File: src/rtl/gpio_access_arbiter_pkg.sv
// Shared constants and FSM state encoding for the GPIO access arbiter.
package gpio_access_arbiter_pkg;

  localparam logic [31:0] GPIO_ADDR_DEFAULT = 32'd1024;
  localparam logic [7:0]  ERR_CNT_MAX       = 8'd255;

  typedef enum logic [1:0] {
    ST_IDLE  = 2'd0,
    ST_ISSUE = 2'd1,
    ST_RESP  = 2'd2
  } state_t;

endpackage

File: src/rtl/gpio_access_arbiter_rr_arbiter.sv
// Combinational round-robin picker: first requester at or after the pointer wins.
module rr_arbiter #(
  parameter int NREQ = 2,
  parameter int IDW  = 1
) (
  input  logic [NREQ-1:0] i_req,
  input  logic [IDW-1:0]  i_ptr,
  output logic [NREQ-1:0] o_grant,
  output logic [IDW-1:0]  o_idx,
  output logic            o_any
);

  logic [IDW-1:0] w_cand;

  always_comb begin
    o_grant = '0;
    o_idx   = '0;
    o_any   = 1'b0;
    w_cand  = '0;
    for (int k = 0; k < NREQ; k++) begin
      w_cand = IDW'((int'(i_ptr) + k) % NREQ);
      if (!o_any && i_req[w_cand]) begin
        o_any           = 1'b1;
        o_idx           = w_cand;
        o_grant[w_cand] = 1'b1;
      end
    end
  end

endmodule

File: src/rtl/gpio_access_arbiter.sv
// Round-robin arbiter sharing the GPIO output register between NREQ masters:
// accept -> one-cycle issue -> held response, with a saturating decode-error counter.
module gpio_access_arbiter
  import gpio_access_arbiter_pkg::*;
#(
  parameter int          NREQ      = 2,
  parameter int          IDW       = (NREQ > 2) ? $clog2(NREQ) : 1,
  parameter logic [31:0] GPIO_ADDR = GPIO_ADDR_DEFAULT
) (
  input  logic               clk,
  input  logic               rst_n,
  input  logic [NREQ-1:0]    req_valid,
  input  logic [NREQ-1:0]    req_we,
  input  logic [NREQ*32-1:0] req_addr,
  input  logic [NREQ*32-1:0] req_wdata,
  output logic [NREQ-1:0]    req_ready,
  output logic               resp_valid,
  input  logic               resp_ready,
  output logic [IDW-1:0]     resp_id,
  output logic               resp_err,
  output logic [31:0]        resp_rdata,
  output logic               gpio_we,
  output logic [31:0]        gpio_addr,
  output logic [31:0]        gpio_wdata,
  input  logic [31:0]        gpio_rdata,
  output logic [7:0]         err_cnt
);

  state_t          r_state;
  state_t          w_nextState;
  logic [IDW-1:0]  r_rrPtr;
  logic [IDW-1:0]  r_id;
  logic            r_we;
  logic [31:0]     r_addr;
  logic [31:0]     r_wdata;
  logic            r_respErr;
  logic [31:0]     r_respRdata;
  logic [7:0]      r_errCnt;
  logic [NREQ-1:0] w_grant;
  logic [IDW-1:0]  w_grantIdx;
  logic            w_anyReq;
  logic            w_hit;
  logic [IDW-1:0]  w_nextPtr;

  rr_arbiter #(
    .NREQ (NREQ),
    .IDW  (IDW)
  ) u_rrArbiter (
    .i_req   (req_valid),
    .i_ptr   (r_rrPtr),
    .o_grant (w_grant),
    .o_idx   (w_grantIdx),
    .o_any   (w_anyReq)
  );

  assign w_hit     = (r_addr == GPIO_ADDR);
  assign w_nextPtr = (r_id == IDW'(NREQ - 1)) ? '0 : r_id + IDW'(1);

  always_ff @(posedge clk) begin
    if (!rst_n) begin
      r_state <= ST_IDLE;
    end else begin
      r_state <= w_nextState;
    end
  end

  // Grants and the write strobe are decoded straight from state so they never lag a cycle.
  always_comb begin
    w_nextState = r_state;
    req_ready   = '0;
    gpio_we     = 1'b0;
    resp_valid  = 1'b0;
    case (r_state)
      ST_IDLE: begin
        if (w_anyReq) begin
          req_ready   = w_grant;
          w_nextState = ST_ISSUE;
        end
      end
      ST_ISSUE: begin
        gpio_we     = w_hit && r_we;
        w_nextState = ST_RESP;
      end
      ST_RESP: begin
        resp_valid = 1'b1;
        if (resp_ready) begin
          w_nextState = ST_IDLE;
        end
      end
      default: w_nextState = ST_IDLE;
    endcase
  end

  always_ff @(posedge clk) begin
    if (!rst_n) begin
      r_rrPtr     <= '0;
      r_id        <= '0;
      r_we        <= 1'b0;
      r_addr      <= '0;
      r_wdata     <= '0;
      r_respErr   <= 1'b0;
      r_respRdata <= '0;
      r_errCnt    <= '0;
    end else begin
      case (r_state)
        ST_IDLE: begin
          if (w_anyReq) begin
            r_id    <= w_grantIdx;
            r_we    <= req_we[w_grantIdx];
            r_addr  <= req_addr[w_grantIdx*32 +: 32];
            r_wdata <= req_wdata[w_grantIdx*32 +: 32];
          end
        end
        ST_ISSUE: begin
          r_respErr   <= !w_hit;
          r_respRdata <= (w_hit && !r_we) ? gpio_rdata : '0;
          if (!w_hit && (r_errCnt != ERR_CNT_MAX)) begin
            r_errCnt <= r_errCnt + 8'd1;
          end
        end
        ST_RESP: begin
          if (resp_ready) begin
            r_rrPtr <= w_nextPtr;
          end
        end
        default: ;
      endcase
    end
  end

  assign resp_id    = r_id;
  assign resp_err   = r_respErr;
  assign resp_rdata = r_respRdata;
  assign gpio_addr  = r_addr;
  assign gpio_wdata = r_wdata;
  assign err_cnt    = r_errCnt;

endmodule

File: config.mk
export PLATFORM = sky130hd
export DESIGN_NAME = gpio_access_arbiter
export DESIGN_NICKNAME = d
export VERILOG_FILES = /design/src/rtl/gpio_access_arbiter_pkg.sv /design/src/rtl/gpio_access_arbiter_rr_arbiter.sv /design/src/rtl/gpio_access_arbiter.sv
export SDC_FILE = /design/constraint.sdc
export NUM_CORES = 1
export LEC_CHECK = 0
export ABC_AREA = 1
export CAP_MARGIN = 15
export CORE_AREA = 2 2 92 160
export DETAILED_ROUTE_END_ITERATION = 10
export DIE_AREA = 0 0 94 162
export PLACE_DENSITY_LB_ADDON = 0.15
export SYNTH_ARGS = -nofsm -noshare
export SYNTH_HDL_FRONTEND = slang
export SYNTH_HIERARCHICAL = 1
export SYNTH_SLANG_ARGS = --single-unit
File: constraint.sdc
create_clock -name clk -period 1.4 [get_ports clk]
set_input_delay 0.28 -clock clk [delete_from_list [all_inputs] [get_ports clk]]
set_output_delay 0.28 -clock clk [all_outputs]
set_load 0.02 [all_outputs]
==> flow_summary.ini <==
[run_status]
status = finished with violations
violations = setup timing

[cts]
clk_latency_ps = 360
h-tree-depth = 3
clock_sinks = 110
clock-root-buffer = clkbuf_16
cts_hold_buffers = 0
cts_made_buffers = 9
clockBufferDepth = 2
clk_pin_slew_ps = 90
cts_tree = built

[finish]
n_antenna_cell = 0
final_cell_mix = clkdlybuf4s50_1, inv_1, nor2_1
final_common_cell = clkdlybuf4s50_1
final_nets = 1269
fill_cells = 1076
drive_gt1_share_pct = 36.0
area_growth_pct = 90.7

[yosys]
syn-num-nets = 926
synth_cell_types = 24
netlist_instances = 758
syn_avg_cell_area_sq_um = 7.18
syn_area_sq_um = 5440
yosysWarnings = 6
yosysSeqAreaShare_pct = 40.5
synth_top_area_share_pct = 40.5
ys_seq_elements = 110
synth_top_area_cell = dfxtp_1
synth_area_leaders = dfxtp_1, a21oi_1, o21ai_0

[global_routing]
grt_pass1_vias = 6053
met3_usage_pct = 6.17
grt_max_degree = 68
grt_overflow = 0
busiest_layer = met2
met1_usage_pct = 28.4
grt_pass1_wl_mm = 30.4
track_usage_pct = 25.2
antenna_found_initial = 0
use_met2_pct = 44.9

[route]
wl_per_cell_microns = 16.6
vias_per_cell = 4.99
drt_pass1_iterations = 6
vias = 6398
wl_mm = 21.3
ant_nets = 0
drt-initial-drc-count = 233
drc = 0

[power]
swShare_pct = 34.3
power.density_nw_per_um2 = 974
power.switching_mw = 3.47
vdd_ir_drop_max_uv = 566
p_comb_share_pct = 38.5
clkPwrFrac_pct = 24.9
p_seq_share_pct = 36.6
p_int_mw = 6.64
p_leak_nw = 4.55

[sta]
fin_skew_ps = 16.4
setup_violations = 66
fin_crit_ps = 1740
hold_viol = 0
fin_crit_sh_pct = 124
worst_pin_slew_ps = 549
relSlewSlack_pct = 63.4
slew_violations = 0
whs_ps = 397
rsz0062_at_grt = yes
fmax_mhz = 574
setup_slack_ps = -341

[die]
die_x_microns = 94
core_area_sq_um = 13900
rows = 57
initial_core_util_pct = 39.1
dieHeight_microns = 162
num_io_pins = 277
die_area_sq_um = 15200

[place]
port-buffer-count = 276
gp_congestion = 0.767
dpl.hpwl_mm = 12.4
pre_cts_slack_ps = -695

[setup_path]
cp-end-kind = output pin
r2r.worst_path.cells = 13
start_kind = register
critPathKind = reg -> out
rr_endpoint = resp_rdata[20]
required_ps = 1120
r2r_start = gpio_addr[13]
crit_path_max_fanout = 2
cp.arrival_ps = 1460
worst-r2r-setup-slack_ps = -340

[hold_path]
holdPathStages = 4
holdCritPathClass = in -> reg
hold_start = rst_n
whs_endpoint = gpio_wdata[22]

[flow_run]
maxCapViolations = 0
how the worst max path moves through the flow:
| stage | from | depth (start not counted) | slack, ps | endpoint |
|---|---|---|---|---|
| 6_report | gpio_addr[13] | 8 | -340 | gpio_we |
| 5_1_grt | gpio_addr[18] | 8 | -470 | gpio_we |
| 4_1_cts | gpio_addr[5] | 8 | -350 | gpio_we |
| 3_5_place_dp | req_valid[0] | 6 | -700 | req_ready[0] |
| 3_3_place_gp | req_valid[0] | 6 | -700 | req_ready[0] |
| 2_1_floorplan | gpio_addr[30] | 8 | -100 | gpio_we |
synthesized netlist by cell type:
library cell,count
buf_4,4
nor2_1,95
nor2_2,3
buf_2,27
a21oi_1,139
buf_12,3
nand3b_1,1
nand3_2,30
ha_1,1
xnor2_1,1
nand2_2,1
dfxtp_1,110
clkinv_4,1
xor2_1,1
inv_2,1
nor3_1,2
inv_1,122
a21oi_2,30
nand3_1,8
nand2_1,48
nand4_1,8
clkbuf_1,22
a21boi_0,1
o21ai_0,99
power by group through the flow:
stage          clock, mW  sequential (mW)  combinational [mW]
2_1_floorplan          0             4.16               0.979
3_3_place_gp           0             3.72                3.04
3_5_place_dp           0             3.73                3.06
4_1_cts             2.55             3.67                3.48
5_1_grt             2.71             3.74                4.14
6_report            2.52             3.70                3.89
per-layer routing:
metal	wire length, microns	part of all wire [%]	up-vias
met1	7680	36	2950
li1	-	-	3158
met2	11500	54	249
met4	687	3.2	0
met3	1470	6.9	41
met5	0	0	-
logic make-up after synthesis:
group | synth area share [%]
XOR/XNOR | 0.322
AO/OA/AOI/OAI | 26.9
buffers and inverters | 14.3
flip-flops | 40.5
AND/OR/NAND/NOR | 17.8
adder cells (fa/ha/maj) | 0.230
state kept, by name (all words and copies together), names as in the netlist:
name        count
gpio_addr      32
gpio_wdata     32
resp_rdata     32
err_cnt         8
r_state         2
r_rrPtr         1
r_we            1
resp_err        1
resp_id         1
cell type report:
type / count / area [sq um] / share of cell area, %
sequential: 110 / 2260 / 21.8
inverter: 124 / 490 / 4.73
timing repair buffer: 388 / 4100 / 39.5
clock inverter: 6 / 53.8 / 0.518
tap: 177 / 221 / 2.13
multi-input combinational: 468 / 3020 / 29.1
clock buffer: 10 / 229 / 2.21
critical path, stage by stage, from the launching register on:
cell	delay [ps]
dfxtp_2	320
inv_1	60
nand2_2	50
nor2_2	100
nand2_1	80
nor2_2	150
nand2_2	110
nor3_4	120
buf_6	140
timing repair:
item                                    4_1_cts  5_1_grt
pin swaps                                    11       14
buffers inserted                             19        7
gates cloned                                 15        8
resized for setup                           252      215
endpoints found under the setup margin      211      141
per-stage QoR:
step	util [%]	power [mW]	cell area [sq um]	std cells	setup TNS (ps)
after floorplan	-	5.14	5510	758	-98.1
after global placement	63.3	6.76	8800	1221	-37110
after detailed placement	63.3	6.79	8800	1221	-38710
after CTS	70.3	9.70	9780	1271	-6090
after global routing	74.6	10.6	10400	1283	-20550
final	74.6	10.1	10400	1283	-12670
Note: power is estimated with default switching activity, not from simulation.
